**src/rtl/updown_pkg.sv**
```systemverilog
// Shared encodings for the up/down counter direction sequencer.
package updown_pkg;

  typedef enum logic [1:0] {
    MODE_FREE_UP   = 2'b00,
    MODE_FREE_DOWN = 2'b01,
    MODE_BOUNCE    = 2'b10,
    MODE_HOLD      = 2'b11
  } mode_e;

  // Encoded so that the state bit doubles as the up_down output.
  typedef enum logic {
    S_DN = 1'b0,
    S_UP = 1'b1
  } state_e;

endpackage

```
**src/rtl/sat_counter.sv**
```systemverilog
// Saturating event counter; holds at all-ones instead of wrapping.
module sat_counter #(
  parameter int CW = 8
) (
  input  logic          clk,
  input  logic          rst,
  input  logic          inc,
  output logic [CW-1:0] cnt
);

  logic [CW-1:0] cnt_q;

  always_ff @(posedge clk) begin
    if (rst) begin
      cnt_q <= '0;
    end else if (inc && (cnt_q != '1)) begin
      cnt_q <= cnt_q + CW'(1);
    end
  end

  assign cnt = cnt_q;

endmodule

```
**src/rtl/updown_dir_sequencer.sv**
```systemverilog
// Direction controller for a 4-bit up/down counter; in BOUNCE mode it turns
// one count early so the counter peaks exactly at HI and troughs at LO.
module updown_dir_sequencer
  import updown_pkg::*;
#(
  parameter int W  = 4,
  parameter int LO = 2,
  parameter int HI = 12,
  parameter int CW = 8
) (
  input  logic          clk,
  input  logic          rst,
  input  logic [1:0]    mode,
  input  logic [W-1:0]  q_in,
  output logic          up_down,
  output logic          turn_pulse,
  output logic [CW-1:0] bounce_cnt,
  output logic          out_of_win
);

  if ((HI - LO < 2) || (HI > (2 ** W) - 1) || (LO < 0)) begin : g_bad_params
    $error("updown_dir_sequencer: illegal LO/HI window for width W");
  end

  localparam logic [W-1:0] LoV  = W'(LO);
  localparam logic [W-1:0] HiV  = W'(HI);
  localparam logic [W-1:0] LoP1 = W'(LO + 1);
  localparam logic [W-1:0] HiM1 = W'(HI - 1);

  state_e state_q, state_d;
  logic   turn_q, turn_d;
  logic   oow_q, oow_d;
  logic   valley_d;

  always_ff @(posedge clk) begin
    if (rst) begin
      state_q <= S_UP;
      turn_q  <= 1'b0;
      oow_q   <= 1'b0;
    end else begin
      state_q <= state_d;
      turn_q  <= turn_d;
      oow_q   <= oow_d;
    end
  end

  always_comb begin
    state_d  = state_q;
    turn_d   = 1'b0;
    oow_d    = 1'b0;
    valley_d = 1'b0;
    unique case (mode_e'(mode))
      MODE_FREE_UP:   state_d = S_UP;
      MODE_FREE_DOWN: state_d = S_DN;
      MODE_HOLD:      state_d = state_q;
      MODE_BOUNCE: begin
        // Out-of-window recovery outranks the normal turn points.
        if (q_in > HiV) begin
          state_d = S_DN;
          oow_d   = 1'b1;
        end else if (q_in < LoV) begin
          state_d = S_UP;
          oow_d   = 1'b1;
        end else if ((state_q == S_UP) && (q_in >= HiM1)) begin
          state_d = S_DN;
          turn_d  = 1'b1;
        end else if ((state_q == S_DN) && (q_in <= LoP1)) begin
          state_d  = S_UP;
          turn_d   = 1'b1;
          valley_d = 1'b1;
        end
      end
      default: state_d = state_q;
    endcase
  end

  sat_counter #(.CW(CW)) u_bounce_cnt (
    .clk (clk),
    .rst (rst),
    .inc (valley_d),
    .cnt (bounce_cnt)
  );

  assign up_down    = (state_q == S_UP);
  assign turn_pulse = turn_q;
  assign out_of_win = oow_q;

endmodule
```
**config.mk**
```make
export PLATFORM = sky130hd
export DESIGN_NAME = updown_dir_sequencer
export DESIGN_NICKNAME = d
export VERILOG_FILES = /design/src/rtl/updown_pkg.sv /design/src/rtl/sat_counter.sv /design/src/rtl/updown_dir_sequencer.sv
export SDC_FILE = /design/constraint.sdc
export NUM_CORES = 1
export LEC_CHECK = 0
export CORE_AREA = 2 2 43 53
export DETAILED_ROUTE_END_ITERATION = 8
export DIE_AREA = 0 0 45 55
export GPL_ROUTABILITY_DRIVEN = 0
export GPL_TIMING_DRIVEN = 0
export PLACE_DENSITY = 0.6
export SETUP_SLACK_MARGIN = 0.2
export SYNTH_ARGS = -nofsm -noshare
export SYNTH_HDL_FRONTEND = slang
export SYNTH_SLANG_ARGS = --single-unit
```
**constraint.sdc**
```tcl
create_clock -name clk -period 1.69 [get_ports clk]
set_input_delay 0.338 -clock clk [delete_from_list [all_inputs] [get_ports clk]]
set_output_delay 0.338 -clock clk [all_outputs]
set_load 0.05 [all_outputs]
```
==> results.toml <==
[routing]
wl_per_cell_um = 12.0
drc = 0
drt_iter0_drc = 4
dr.pass1.iters = 4
routed_wl_mm = 1.30
via_per_inst = 5.37
ant_nets = 0
vias = 580

[finish]
area_growth_pct = 46.8
fillers = 216
fin_area_um2 = 832
seq_area_um2 = 234
diodes = 0
num-nets-final = 98
drive_above_1_share = 0.364
multi_input_area_um2 = 355

[synth]
yosysUniqueCellTypes = 28
synth.avg_cell_area_um2 = 9.00
synth-seq-cells = 11
syn_nets = 72
netlist_area_um2 = 567
yosysSeqAreaShare = 0.389
yosysWarningCount = 0
syn_inst = 63

[floorplanning]
die_h_um = 55
rows = 18
die_area_um2 = 2480
die_w_um = 45
core_area_um2 = 1980
ioPinCount = 19
start_util = 0.286

[sta]
hold_viol_final = 0
final.min_clock_period_ns = 1.55
slew_headroom = 0.677
fin_skew_ns = 0.00155
final.setup.worst_slack_ns = 0.137
period_share = 0.919
max_freq_mhz = 644
tightest_slew_ns = 0.485
rsz0062_at_grt = "true"
setup_violations = 0
finalMaxSlewViolations = 0

[worst_setup_path]
path_cells = "nor4b_4 > o2111ai_2 > or3_4 > a21oi_2"
crit_fanout = 5
crit_path_end_kind = "flop"
cp-start-kind = "flop"
crit_type = "reg -> reg"
cp.required_ns = 1.89
cpPeakStageDelay_ns = 0.41
arrival_ns = 1.75
cp_slowest_cell = "or3_4"

[clock_network]
worstSkewPairLatency_ns = 0.27
tritoncts = "built"
htreeDepth = 1
cts_root_buffer = "clkbuf_4"
path_clk_slew_ns = 0.07
cts.path.max_buffers = 2
numCtsBuffers = 3
cts.sinks = 11

[power]
power_density_nw_per_um2 = 616
p_leak_nw = 0.323
ir_drop_v = 0.000321

[placed_design]
post_dp_cell_area_um2 = 783
hpwl_um = 943
port_buffers = 18
dp_slack_ns = -0.453

[global_routing]
grt_pass1_wl_mm = 2.35
globalRouteTotalUtil = 0.130
grt_pass1_vias = 600
antenna_found_initial = 0
grt_start_max_net_pins = 11
global_route.overflow_total = 0

[worst_hold_path]
hold_path.class = "reg -> reg"

[outcome]
outcome = "complete, no violations"

[run]
max_cap_viol_count = 0
-- stage by stage --
step / cells / TNS [ns] / total power, W / hold WS [ns] / util
floorplan: 63 / 0 / 0.000302 / 0.444 / -
global placement: 101 / -2.57 / 0.000335 / 0.487 / 0.395
detailed placement: 101 / -2.87 / 0.000336 / 0.500 / 0.395
CTS: 107 / 0 / 0.000513 / 0.512 / 0.419
global route: 108 / 0 / 0.000537 / 0.549 / 0.420
finish: 108 / 0 / 0.000513 / 0.507 / 0.420
-- logic make-up after synthesis --
family          after synthesis  synth area share
compound gates               17             0.199
buf+inv                       2            0.0132
flops                        11             0.389
mux                           2            0.0353
simple gates                 27             0.296
xor+xnor                      3            0.0464
fa+ha+maj                     1            0.0221
-- synthesized netlist by cell type (all sizes together) --
cell     count  area share
nor2b        1       0.011
or3          4       0.044
o211ai       2       0.026
and3b        1       0.015
a311o        1       0.018
o2111ai      1       0.026
inv          1      0.0066
a21oi        6       0.053
ha           1       0.022
or2          1       0.011
xor2         2       0.031
a31oi        2       0.022
a211o        1       0.018
xnor2        1       0.015
nand3        2       0.018
and2         1       0.011
o21ai        4       0.035
clkbuf       1      0.0066
nor3         3       0.026
and4         1       0.015
mux2i        2       0.035
nand2        4       0.026
or3b         1       0.015
nand2b       1       0.011
nor2         4       0.026
nor4b        1       0.042
dfxtp       11        0.39
nand4        2       0.022
-- power breakdown --
part	leakage, nW	internal, W	switching (W)	total [W]
clock	0.0150	0.0000914	0.0000942	0.000186
sequential	0.0932	0.000261	0.00000381	0.000265
combinational	0.214	0.0000278	0.0000339	0.0000617
total	0.323	0.000381	0.000132	0.000513
-- sequential cells by signal (all words and copies together), names as in the netlist --
name and count:
out_of_win 1, turn_pulse 1, up_down 1, u_bounce_cnt.cnt 8
-- repair_timing --
item,in CTS,in global routing
gates resized for setup,34,10
hold buffers,0,0
pin swaps,2,5
buffers inserted,2,1
endpoints found under the setup margin,20,11
-- final cells by class --
class,count,area share
plain buffers,1,0.00451
repair buffers,21,0.221
multi-input cells,50,0.427
clock buffers,4,0.0316
inverters,1,0.00451
flip-flops and latches,11,0.281
well taps,20,0.0301
-- cell usage in the layout (no fill, tap or decap), types with 2 or more instances in the layout --
cell / instances
a21oi_1: 5
a31oi_1: 2
buf_4: 2
clkbuf_1: 2
clkbuf_2: 4
clkbuf_4: 3
clkdlybuf4s15_2: 5
dfxtp_1: 2
dfxtp_2: 8
dlygate4sd2_1: 7
mux2i_1: 2
nand2_1: 4
nand3_1: 2
nand4_1: 2
nor2_1: 4
nor3_1: 3
o211ai_1: 2
o21ai_0: 2
o21ai_1: 2
or3_1: 3
xor2_1: 2
-- path summary, 6_finish.rpt --
| kind | start | to | slack (ns) | cells past startpoint |
|---|---|---|---|---|
| worst max-delay path | up_down | u_bounce_cnt.cnt[7] | 0.14 | 4 |
| worst min-delay path | u_bounce_cnt.cnt[5] | u_bounce_cnt.cnt[5] | 0.51 | 2 |
| worst max register to register | up_down | u_bounce_cnt.cnt[7] | 0.14 | 4 |
| worst min register to register | u_bounce_cnt.cnt[5] | u_bounce_cnt.cnt[5] | 0.51 | 2 |
-- layer usage --
layer,GRT usage,part of all wire
met2,0.226,0.51
met1,0.151,0.42
met3,0.0357,0.051
met5,0,0
met4,0.0441,0.019
-- critical path: cells and delay by family, from the launching register on --
family          cells  cell delay, ns
compound gates      2            0.35
simple gates        2            0.76
flops               1            0.37
No activity file was read; power rests on OpenSTA's default activity.
